<file path="src/rtl/priority_decoder_pkg.sv">
// Shared types and widths for the timed one-hot priority decoder.
package priority_decoder_pkg;

  localparam int unsigned PD_CODE_W = 3;
  localparam int unsigned PD_OUT_W  = 8;
  localparam int unsigned PD_CNT_W  = 8;

  typedef enum logic [1:0] {
    PD_IDLE,
    PD_HOLD,
    PD_GAP
  } pd_state_t;

  function automatic logic [PD_OUT_W-1:0] pd_onehot(input logic [PD_CODE_W-1:0] code);
    return PD_OUT_W'(1) << code;
  endfunction

endpackage

</file>
<file path="src/rtl/pd_dwell_counter.sv">
// Loadable saturating down-counter timing both the hold and gap phases.
module pd_dwell_counter
  import priority_decoder_pkg::*;
(
  input  logic                clk,
  input  logic                rst,
  input  logic                load,
  input  logic [PD_CNT_W-1:0] load_val,
  output logic                zero
);

  logic [PD_CNT_W-1:0] count;

  // Stops at zero rather than wrapping; a new load always wins.
  always_ff @(posedge clk or posedge rst) begin
    if (rst) begin
      count <= '0;
    end else if (load) begin
      count <= load_val;
    end else if (count != '0) begin
      count <= count - PD_CNT_W'(1);
    end
  end

  assign zero = (count == '0);

endmodule

</file>
<file path="src/rtl/priority_decoder.sv">
// Timed one-hot decoder: drives y[{a,b,c}] for HOLD_CYCLES, then an idle gap.
// Optional one-entry pending register enabled by PRIORITY_DECODER_PENDING_EN.
module priority_decoder
  import priority_decoder_pkg::*;
#(
  parameter int unsigned HOLD_CYCLES = 4,
  parameter int unsigned GAP_CYCLES  = 1
) (
  input  logic                 clk,
  input  logic                 rst,
  input  logic                 a,
  input  logic                 b,
  input  logic                 c,
  input  logic                 d,
  output logic                 in_ready,
  output logic [PD_OUT_W-1:0]  y,
  output logic                 busy,
  output logic [PD_CODE_W-1:0] cur_code
);

  localparam logic [PD_CNT_W-1:0] HOLD_LOAD = PD_CNT_W'(HOLD_CYCLES - 1);
  localparam logic [PD_CNT_W-1:0] GAP_LOAD  =
    (GAP_CYCLES == 0) ? '0 : PD_CNT_W'(GAP_CYCLES - 1);

  pd_state_t            state;
  logic [PD_CODE_W-1:0] code_in;
  logic [PD_CODE_W-1:0] next_code;
  logic                 accept;
  logic                 zero;
  logic                 end_hold;
  logic                 hold_to_gap;
  logic                 dwell_done;
  logic                 start_in;
  logic                 start_pend;
  logic                 cnt_load;
  logic [PD_CNT_W-1:0]  cnt_load_val;
  logic                 pend_valid;
  logic [PD_CODE_W-1:0] pend_code;

  assign code_in = {a, b, c};
  assign accept  = d && in_ready;

  // Phase boundaries, all decided by the shared dwell counter reaching zero.
  assign end_hold    = (state == PD_HOLD) && zero;
  assign hold_to_gap = end_hold && (GAP_CYCLES != 0);
  assign dwell_done  = (end_hold && (GAP_CYCLES == 0)) || ((state == PD_GAP) && zero);

  // A queued code takes priority; otherwise a fresh accept starts directly.
  assign start_pend = dwell_done && pend_valid;
  assign start_in   = accept && ((state == PD_IDLE) || dwell_done);
  assign next_code  = start_pend ? pend_code : code_in;

  assign cnt_load     = start_pend || start_in || hold_to_gap;
  assign cnt_load_val = hold_to_gap ? GAP_LOAD : HOLD_LOAD;

`ifdef PRIORITY_DECODER_PENDING_EN
  logic fill_pend;

  assign fill_pend = accept && !start_in;
  assign in_ready  = !rst && ((state == PD_IDLE) || !pend_valid);

  always_ff @(posedge clk or posedge rst) begin
    if (rst) begin
      pend_valid <= 1'b0;
      pend_code  <= '0;
    end else if (start_pend) begin
      pend_valid <= 1'b0;
    end else if (fill_pend) begin
      pend_valid <= 1'b1;
      pend_code  <= code_in;
    end
  end
`else
  assign pend_valid = 1'b0;
  assign pend_code  = '0;
  assign in_ready   = !rst && (state == PD_IDLE);
`endif

  pd_dwell_counter u_dwell (
    .clk      (clk),
    .rst      (rst),
    .load     (cnt_load),
    .load_val (cnt_load_val),
    .zero     (zero)
  );

  // State and registered outputs.
  always_ff @(posedge clk or posedge rst) begin
    if (rst) begin
      state    <= PD_IDLE;
      y        <= '0;
      busy     <= 1'b0;
      cur_code <= '0;
    end else if (start_pend || start_in) begin
      state    <= PD_HOLD;
      y        <= pd_onehot(next_code);
      busy     <= 1'b1;
      cur_code <= next_code;
    end else if (hold_to_gap) begin
      state <= PD_GAP;
      y     <= '0;
    end else if (dwell_done) begin
      state <= PD_IDLE;
      y     <= '0;
      busy  <= 1'b0;
    end
  end

endmodule

</file>
<file path="config.mk">
export PLATFORM = sky130hd
export DESIGN_NAME = priority_decoder
export DESIGN_NICKNAME = d
export VERILOG_FILES = /design/src/rtl/priority_decoder_pkg.sv /design/src/rtl/pd_dwell_counter.sv /design/src/rtl/priority_decoder.sv
export SDC_FILE = /design/constraint.sdc
export NUM_CORES = 1
export LEC_CHECK = 0
export CORE_ASPECT_RATIO = 1.5
export CORE_MARGIN = 5
export CORE_UTILIZATION = 40
export CTS_CLUSTER_DIAMETER = 40
export DETAILED_ROUTE_END_ITERATION = 16
export GPL_ROUTABILITY_DRIVEN = 0
export GPL_TIMING_DRIVEN = 0
export PLACE_DENSITY_LB_ADDON = 0.15
export SLEW_MARGIN = 20
export SYNTH_ARGS = -nofsm -noshare
export SYNTH_HDL_FRONTEND = slang
export SYNTH_HIERARCHICAL = 1
export SYNTH_SLANG_ARGS = --single-unit
</file>
<file path="constraint.sdc">
create_clock -name clk -period 2.5 [get_ports clk]
set_input_delay 0.5 -clock clk [delete_from_list [all_inputs] [get_ports clk]]
set_output_delay 0.5 -clock clk [all_outputs]
set_load 0.03 [all_outputs]
</file>
==> flow_summary.ini <==
[logic_synthesis]
ys_top_cells_by_area = dfrtp_1 51%, nand2_1 5.9%, a32o_1 2.8%, nor3_1 2.8%, inv_1 2.4%
yosysWarnings = 6
syn-instance-count = 108
ys_seq_area_share_pct = 50.6
postSynthAreaPerCell_um2 = 10.1
ys.flop_type = dfrtp_1
synthArstFlopShare_pct = 100
yosysTopAreaCell = dfrtp_1
yosysMostFrequentCell = dfrtp_1
synth_common_cells = 22 x dfrtp_1, 17 x nand2_1, 7 x inv_1
ys_ff_latch = 22
netlist.area_leader.share_pct = 50.6
netlist_area_mm2 = 0.00109
synth_edf_count = 0
yosysUniqueCellTypes = 39

[timing]
slew_headroom_pct = 64.8
finClkSkew_ns = 0.00600
final-hold-violation-count = 0
fin_ws_ns = 0.133
setup_viol = 0
worst_pin_slew_ns = 0.521
maxSlewViolCount = 0
fin_crit_sh_pct = 94.7
min_period_ns = 2.37
max_freq_mhz = 422
hold-worst-slack_ns = 0.485
setup_tns_ns = 0

[die]
die_h_um = 73.9
pin_count = 19
core-area_mm2 = 0.00265
die_x_um = 52.6
fp-row-count = 23
initial_utilization_pct = 41.1
die-area_mm2 = 0.00389

[global_routing]
grt_pass1_vias = 906
antenna_found_initial = 0
grt_max_degree = 15
grt_overflow_total = 0
track_usage_pct = 14.2
grt_pass1_wl_mm = 4.15

[pwr]
peakVddDrop_v = 0.000691
p_per_area_mw_per_mm2 = 1180
leakagePower_nw = 0.640

[critical_path]
worstPathMaxFanout = 8
required_ns = 2.65
path_class = reg2reg
cp.arrival_ns = 2.51
cp-end-kind = register
startpoint_type = register

[cts]
cts.reportedPaths.clkPinSlew_ns = 0.08
htreeDepth = 1
cts_root_buffer = clkbuf_8
clock_latency_ns = 0.26
cts_buffers = 3
clock_path_buffers = 2
hold_buffers = 0
cts_sinks = 22
cts_tree = yes

[finish]
final_layout_size_suffix_gt1_share_pct = 15.8
nFillCells = 253
antenna_cells = 0
fin_util_pct = 54.4
fin_nets = 147
final_cells = 176
regArea_um2 = 551
multi_input_area_um2 = 510
area_growth_syn_to_layout_pct = 32.4

[placement]
io_buffers = 18
place_inst = 168
post-place-ws_ns = -0.379
hpwlAfterDp_mm = 1.81

[routing]
routed_via_density = 5.20
wirelength_mm = 2.39
drt_pass1_iterations = 4
via_count = 915
drt-initial-drc-count = 20
detail-route-antenna-nets = 0
detail_route.wl_per_cell_um = 13.6
drc = 0

[flow_run]
max-cap-violations = 0

[status]
outcome = finished, final reports clean

[min_path]
holdCritPathClass = reg2reg
[state kept, by name, summed over array words and instances, names as in the netlist]
name	flops
busy	1
cur_code	3
state	2
u_dwell/count	8
y	8
[through the flow]
step / total power, mW / cell area (µm²)
6_report: 1.71 / 1440
4_1_cts: 1.70 / 1400
3_3_place_gp: 1.43 / 1330
2_1_floorplan: 1.17 / 1110
5_1_grt: 1.83 / 1440
3_5_place_dp: 1.44 / 1330
[cell families after synthesis]
family / count (synthesis) / share of synthesized area, %
XOR/XNOR: 2 / 1.61
multiplexers: 1 / 1.03
AND/OR/NAND/NOR: 43 / 20.8
AO/OA/AOI/OAI: 26 / 18.9
adder cells (fa/ha/maj): 1 / 1.15
buffers and inverters: 12 / 5.63
flip-flops: 22 / 50.6
other: 1 / 0.344
[cell type report]
class / count / share of cell area, %
inverters: 7 / 1.82
repair buffers: 23 / 15.1
well taps: 37 / 3.21
flip-flops and latches: 22 / 38.2
plain buffers: 4 / 2.43
clock buffers: 4 / 3.82
multi-input cells: 79 / 35.4
[worst paths after layout]
check,from,end,slack (ns),cells after the start
min in group asynchronous,rst,u_dwell/count[5],0.60,2
worst max-delay path,u_dwell/count[0],y[0],0.13,9
worst min register to register,cur_code[0],cur_code[0],0.48,2
max in group asynchronous,rst,state[0],1.47,2
worst max register to register,u_dwell/count[0],y[0],0.13,9
worst min-delay path,cur_code[0],cur_code[0],0.48,2
[worst max-delay path, cell delays in order, from the launching register on]
cell	delay, ns
dfrtp_1	0.42
inv_1	0.11
ha_2	0.22
or4b_1	0.42
buf_2	0.18
nor2_4	0.12
nand3b_1	0.21
and3_4	0.22
buf_6	0.13
a22o_1	0.22
[layer usage]
| metal | up-vias | routed length, µm | global-route usage [%] |
|---|---|---|---|
| li1 | 449 | - | - |
| met1 | 441 | 975 | 15.7 |
| met2 | 21 | 1280 | 25.4 |
| met3 | 4 | 106 | 4.06 |
| met4 | 0 | 25 | 4.83 |
| met5 | - | 0 | 0 |
[cell usage in the layout, fill, tap and decap left out, drive strengths merged]
master	synthesis	final
dfrtp	22	22
clkdlybuf4s50	0	18
nand2	17	17
buf	4	9
inv	7	7
nor2	7	7
nor3	6	6
conb	1	6
clkbuf	1	4
a32o	4	4
o21ai	4	4
o2bb2ai	3	3
o31ai	3	3
and3	3	3
nor4b	2	2
or4b	2	2
nand3b	2	2
a31oi	2	2
a21oi	2	2
xnor2	2	2
a22o	2	2
mux2	1	1
and2b	1	1
a311oi	1	1
a221o	1	1
nor2b	1	1
or3	1	1
a21boi	1	1
nand2b	1	1
o31a	1	1
o22ai	1	1
o41ai	1	1
ha	1	1
[report_power, final]
group          switching, mW  internal [mW]  leakage [nW]  total (mW)
combinational          0.428          0.381         0.336       0.809
sequential             0.137          0.513         0.275       0.650
clock                  0.108          0.140        0.0288       0.248
total                  0.673           1.03         0.640        1.71
[repair_timing]
item / 4_1_cts / 5_1_grt
gates resized for setup: 3 / 4
endpoints found under the setup margin: 9 / 15
hold endpoints to repair: 0 / 0
pin swaps: 2 / 5
buffers inserted: 1 / 4
No activity file was read; power rests on OpenSTA's default activity.
==> variant 1, RTL diff (same flow settings) <==
`PD_OUT_W`: 8 -> 12.
--- a/src/rtl/priority_decoder_pkg.sv
+++ b/src/rtl/priority_decoder_pkg.sv
@@ -2,7 +2,7 @@
 package priority_decoder_pkg;
 
   localparam int unsigned PD_CODE_W = 3;
-  localparam int unsigned PD_OUT_W  = 8;
+  localparam int unsigned PD_OUT_W  = 12;
   localparam int unsigned PD_CNT_W  = 8;
 
   typedef enum logic [1:0] {
Interface: changed (resized y); port bits go from 19 to 23. The function was not compared with the original's and may differ.
==> variant 1 against the unedited design <==
- hold slack gained 0.0024 ns
- synthesized area is 2.8% higher
- routed wire length is 4.2% higher
- cell area is 4.3% higher
- sequential cell count did not move
- power up 5.3%
- setup slack worse by 0.0050 ns
- global-route usage rose by 0.054 points
==> variant 1: results (changes against the unedited design) <==
* Status: complete, no violations
* Switch share at 0.382 (-0.0122)
* Adder-cell share of the synthesized area at 0.0112 (-0.000309)
* Final wirelength at 2490 microns (+4.2%)
* Total number of vias at 918 (+0.33%)
* LEAKAGE at 0.681 nW (+6.5%)
* Slowest-stage cell, CP: or4b_1
* Number of different library cells in the post-synthesis netlist at 40 (+2.6%)
* DRT iter0 DRCs at 8 (-60%)
* Ratio of cells with drive above 1 in the final layout at 0.177 (+0.0186)
* Gr usage total at 0.143 (+0.000535)
* Global-route wire length before repair at 4250 microns (+2.5%)
* Xor and xnor area share after synthesis at 0.0157 (-0.000432)
* Synth top area cells: dfrtp_1 (49%), nand2_1 (5.7%), a32o_1 (2.7%)
* Final #Nets at 155 (+5.4%)
* Mux cell area share after synthesis at 0.0101 (-0.000278)
* Worst hold path endpoint: cur_code[2]
* Pre-CTS setup slack at -0.412 ns (-0.0337 ns)
* Post-DP HPWL at 1830 microns (+1.1%)
* Post-synthesis sequential area ratio at 0.492 (-0.0136)
* Post-DR wirelength/cell at 13.5 microns (-0.31%)
* Fin Hold WS at 0.487 ns (+0.00240 ns)
* Avg Cell Area, Syn at 9.99 sq um (-0.91%)
* Crit path DAT at 2.52 ns (about the same)
* FF-to-FF path depth at 10 (+1)
* IR Drop Worst-Case VDD at 0.000717 V (+3.9%)
variant 1: how the worst max path moves through the flow:
| stage | cells after the start | to | slack [ns] | from |
|---|---|---|---|---|
| finish | 10 | y[0] | 0.13 | u_dwell/count[0] |
| CTS | 10 | u_dwell/count[6] | 0.02 | u_dwell/count[0] |
| global route | 9 | y[0] | 0.006 | u_dwell/count[0] |
| floorplan | 11 | u_dwell/count[6] | 0.06 | u_dwell/count[0] |
| global placement | 11 | u_dwell/count[6] | -0.34 | u_dwell/count[0] |
| detailed placement | 11 | u_dwell/count[6] | -0.41 | u_dwell/count[0] |
variant 1: routing by layer:
metal | vias up | track usage | routed length [microns]
li1 | 456 | - | -
met1 | 441 | 0.160 | 1010
met2 | 15 | 0.261 | 1370
met3 | 6 | 0.0337 | 60
met4 | 0 | 0.0455 | 47
met5 | - | 0 | 0
variant 1: cell type report:
class	count	area (sq um)
inverters	7	26.3
repair buffers	23	218
fillers	256	1170
clock inverters	1	30.0
multi-input cells	83	526
flip-flops and latches	22	551
plain buffers	8	65.1
clock buffers	3	41.3
well taps	37	46.3
variant 1: power by group through the flow:
stage	clock [mW]	combinational [mW]	sequential [mW]
2_1_floorplan	0	0.406	0.778
3_3_place_gp	0	0.789	0.649
3_5_place_dp	0	0.800	0.653
4_1_cts	0.336	0.818	0.648
5_1_grt	0.350	0.892	0.682
6_report	0.327	0.820	0.651
variant 1: timing repair:
item	CTS	global route
setup buffers	1	4
setup endpoints to repair	9	12
endpoints found under the hold margin	0	0
cloned	0	0
pin swaps	2	1
resized for setup	4	2
==> variant 2, RTL diff (same flow settings) <==
Made on the original files. The 3 states of `pd_state_t` get a one-hot encoding in 3 bits.
--- a/src/rtl/priority_decoder_pkg.sv
+++ b/src/rtl/priority_decoder_pkg.sv
@@ -5,10 +5,10 @@
   localparam int unsigned PD_OUT_W  = 8;
   localparam int unsigned PD_CNT_W  = 8;
 
-  typedef enum logic [1:0] {
-    PD_IDLE,
-    PD_HOLD,
-    PD_GAP
+  typedef enum logic [2:0] {
+    PD_IDLE = 3'b001,
+    PD_HOLD = 3'b010,
+    PD_GAP  = 3'b100
   } pd_state_t;
 
   function automatic logic [PD_OUT_W-1:0] pd_onehot(input logic [PD_CODE_W-1:0] code);
Function: no difference found for any inputs over 10 cycles, from zero or initial values and one cycle with rst high; not proved beyond that.
==> variant 2 against the unedited design <==
- sequential power increased by 8.2%
- routed wire length is 10% higher
- synthesized area grew 5.7%
- cell area grew 10%
- setup slack improved by 0.0013 ns
- die area up 4.8%
- power is 13% higher
- clock skew fell by 0.0043 ns
- sequential cell count increased by 1
- global-route usage rose by 0.92 points
- largest power group unchanged
==> variant 2: results (changes against the unedited design) <==
* Status: complete, no violations
* Global-route wire length before repair at 4570 microns (+10%)
* Relative slew slack at 0.532 (-0.116)
* Post-DP HPWL at 1860 microns (+2.7%)
* Crit path largest cell delay at 0.49 ns (+0.07 ns)
* Synth cell count leaders: dfrtp_1 (22), nand2_1 (11), inv_1 (9)
* Hold path cells at 1 (-1)
* Seq pwr at 703 uW (+8.2%)
* LEAKAGE at 0.710 nW (+11%)
* Final #Nets at 159 (+8.2%)
* Synth top area cells: dfrtp_1 (48%), nand2_1 (3.6%), a32o_1 (3.5%)
* DRT iter0 DRCs at 14 (-30%)
* Slowest-stage cell, CP: or4b_4
* DP Area at 1410 sq um (+6.0%)
* Synthesized netlist cell count at 111 (+2.8%)
* M2 GR Usage at 0.260 (+0.00596)
* Pre-CTS setup slack at -0.242 ns (+0.136 ns)
* Total power at 1.94 mW (+13%)
* Clock Power at 230 uW (-7%)
* Internal at 1.18 mW (+14%)
* Clock buf/inv share at 0.0284 (-0.00983)
* Post-route insts no fill at 188 (+6.8%)
* IR Drop Worst-Case VDD at 0.000785 V (+14%)
* Post-Route Utilization at 0.581 (+0.0364)
* Ratio of cells with drive above 1 in the final layout at 0.232 (+0.0735)
* Seq/total area at 0.363 (-0.0187)
* # fillers at 247 (-2.4%)
* Bufs w/o clock at 35 (+30%)
* Worst-path fanout max at 7 (-1)
* Drt pass-1 iters at 5 (+1)
* Vias in the first global route at 1002 (+11%)
* Grt met1 use at 0.181 (+0.0241)
* Post-synthesis sequential area ratio at 0.501 (-0.00466)
variant 2: path summary, 6_finish.rpt:
check                            startpoint  slack [ns]          endpoint
setup / recovery           u_dwell/count[1]        0.13  u_dwell/count[7]
hold / removal                  cur_code[0]        0.49       cur_code[0]
setup reg to reg           u_dwell/count[1]        0.13  u_dwell/count[7]
hold reg to reg                 cur_code[0]        0.49       cur_code[0]
max in group asynchronous               rst        1.41              y[3]
min in group asynchronous               rst        0.61  u_dwell/count[3]
variant 2: cell families after synthesis:
kind of cell,Yosys count,share of synthesized area
simple gates,38,0.186
compound gates,30,0.203
other cells,1,0.00326
flops,23,0.501
mux,2,0.0261
buf+inv,13,0.0467
fa+ha+maj,1,0.0109
xor+xnor,3,0.0228
variant 2: metal layers:
metal / share of wire / vias to the layer above
met5: 0 / -
met4: 0.011 / 0
met3: 0.023 / 4
met2: 0.53 / 15
met1: 0.43 / 461
li1: - / 474
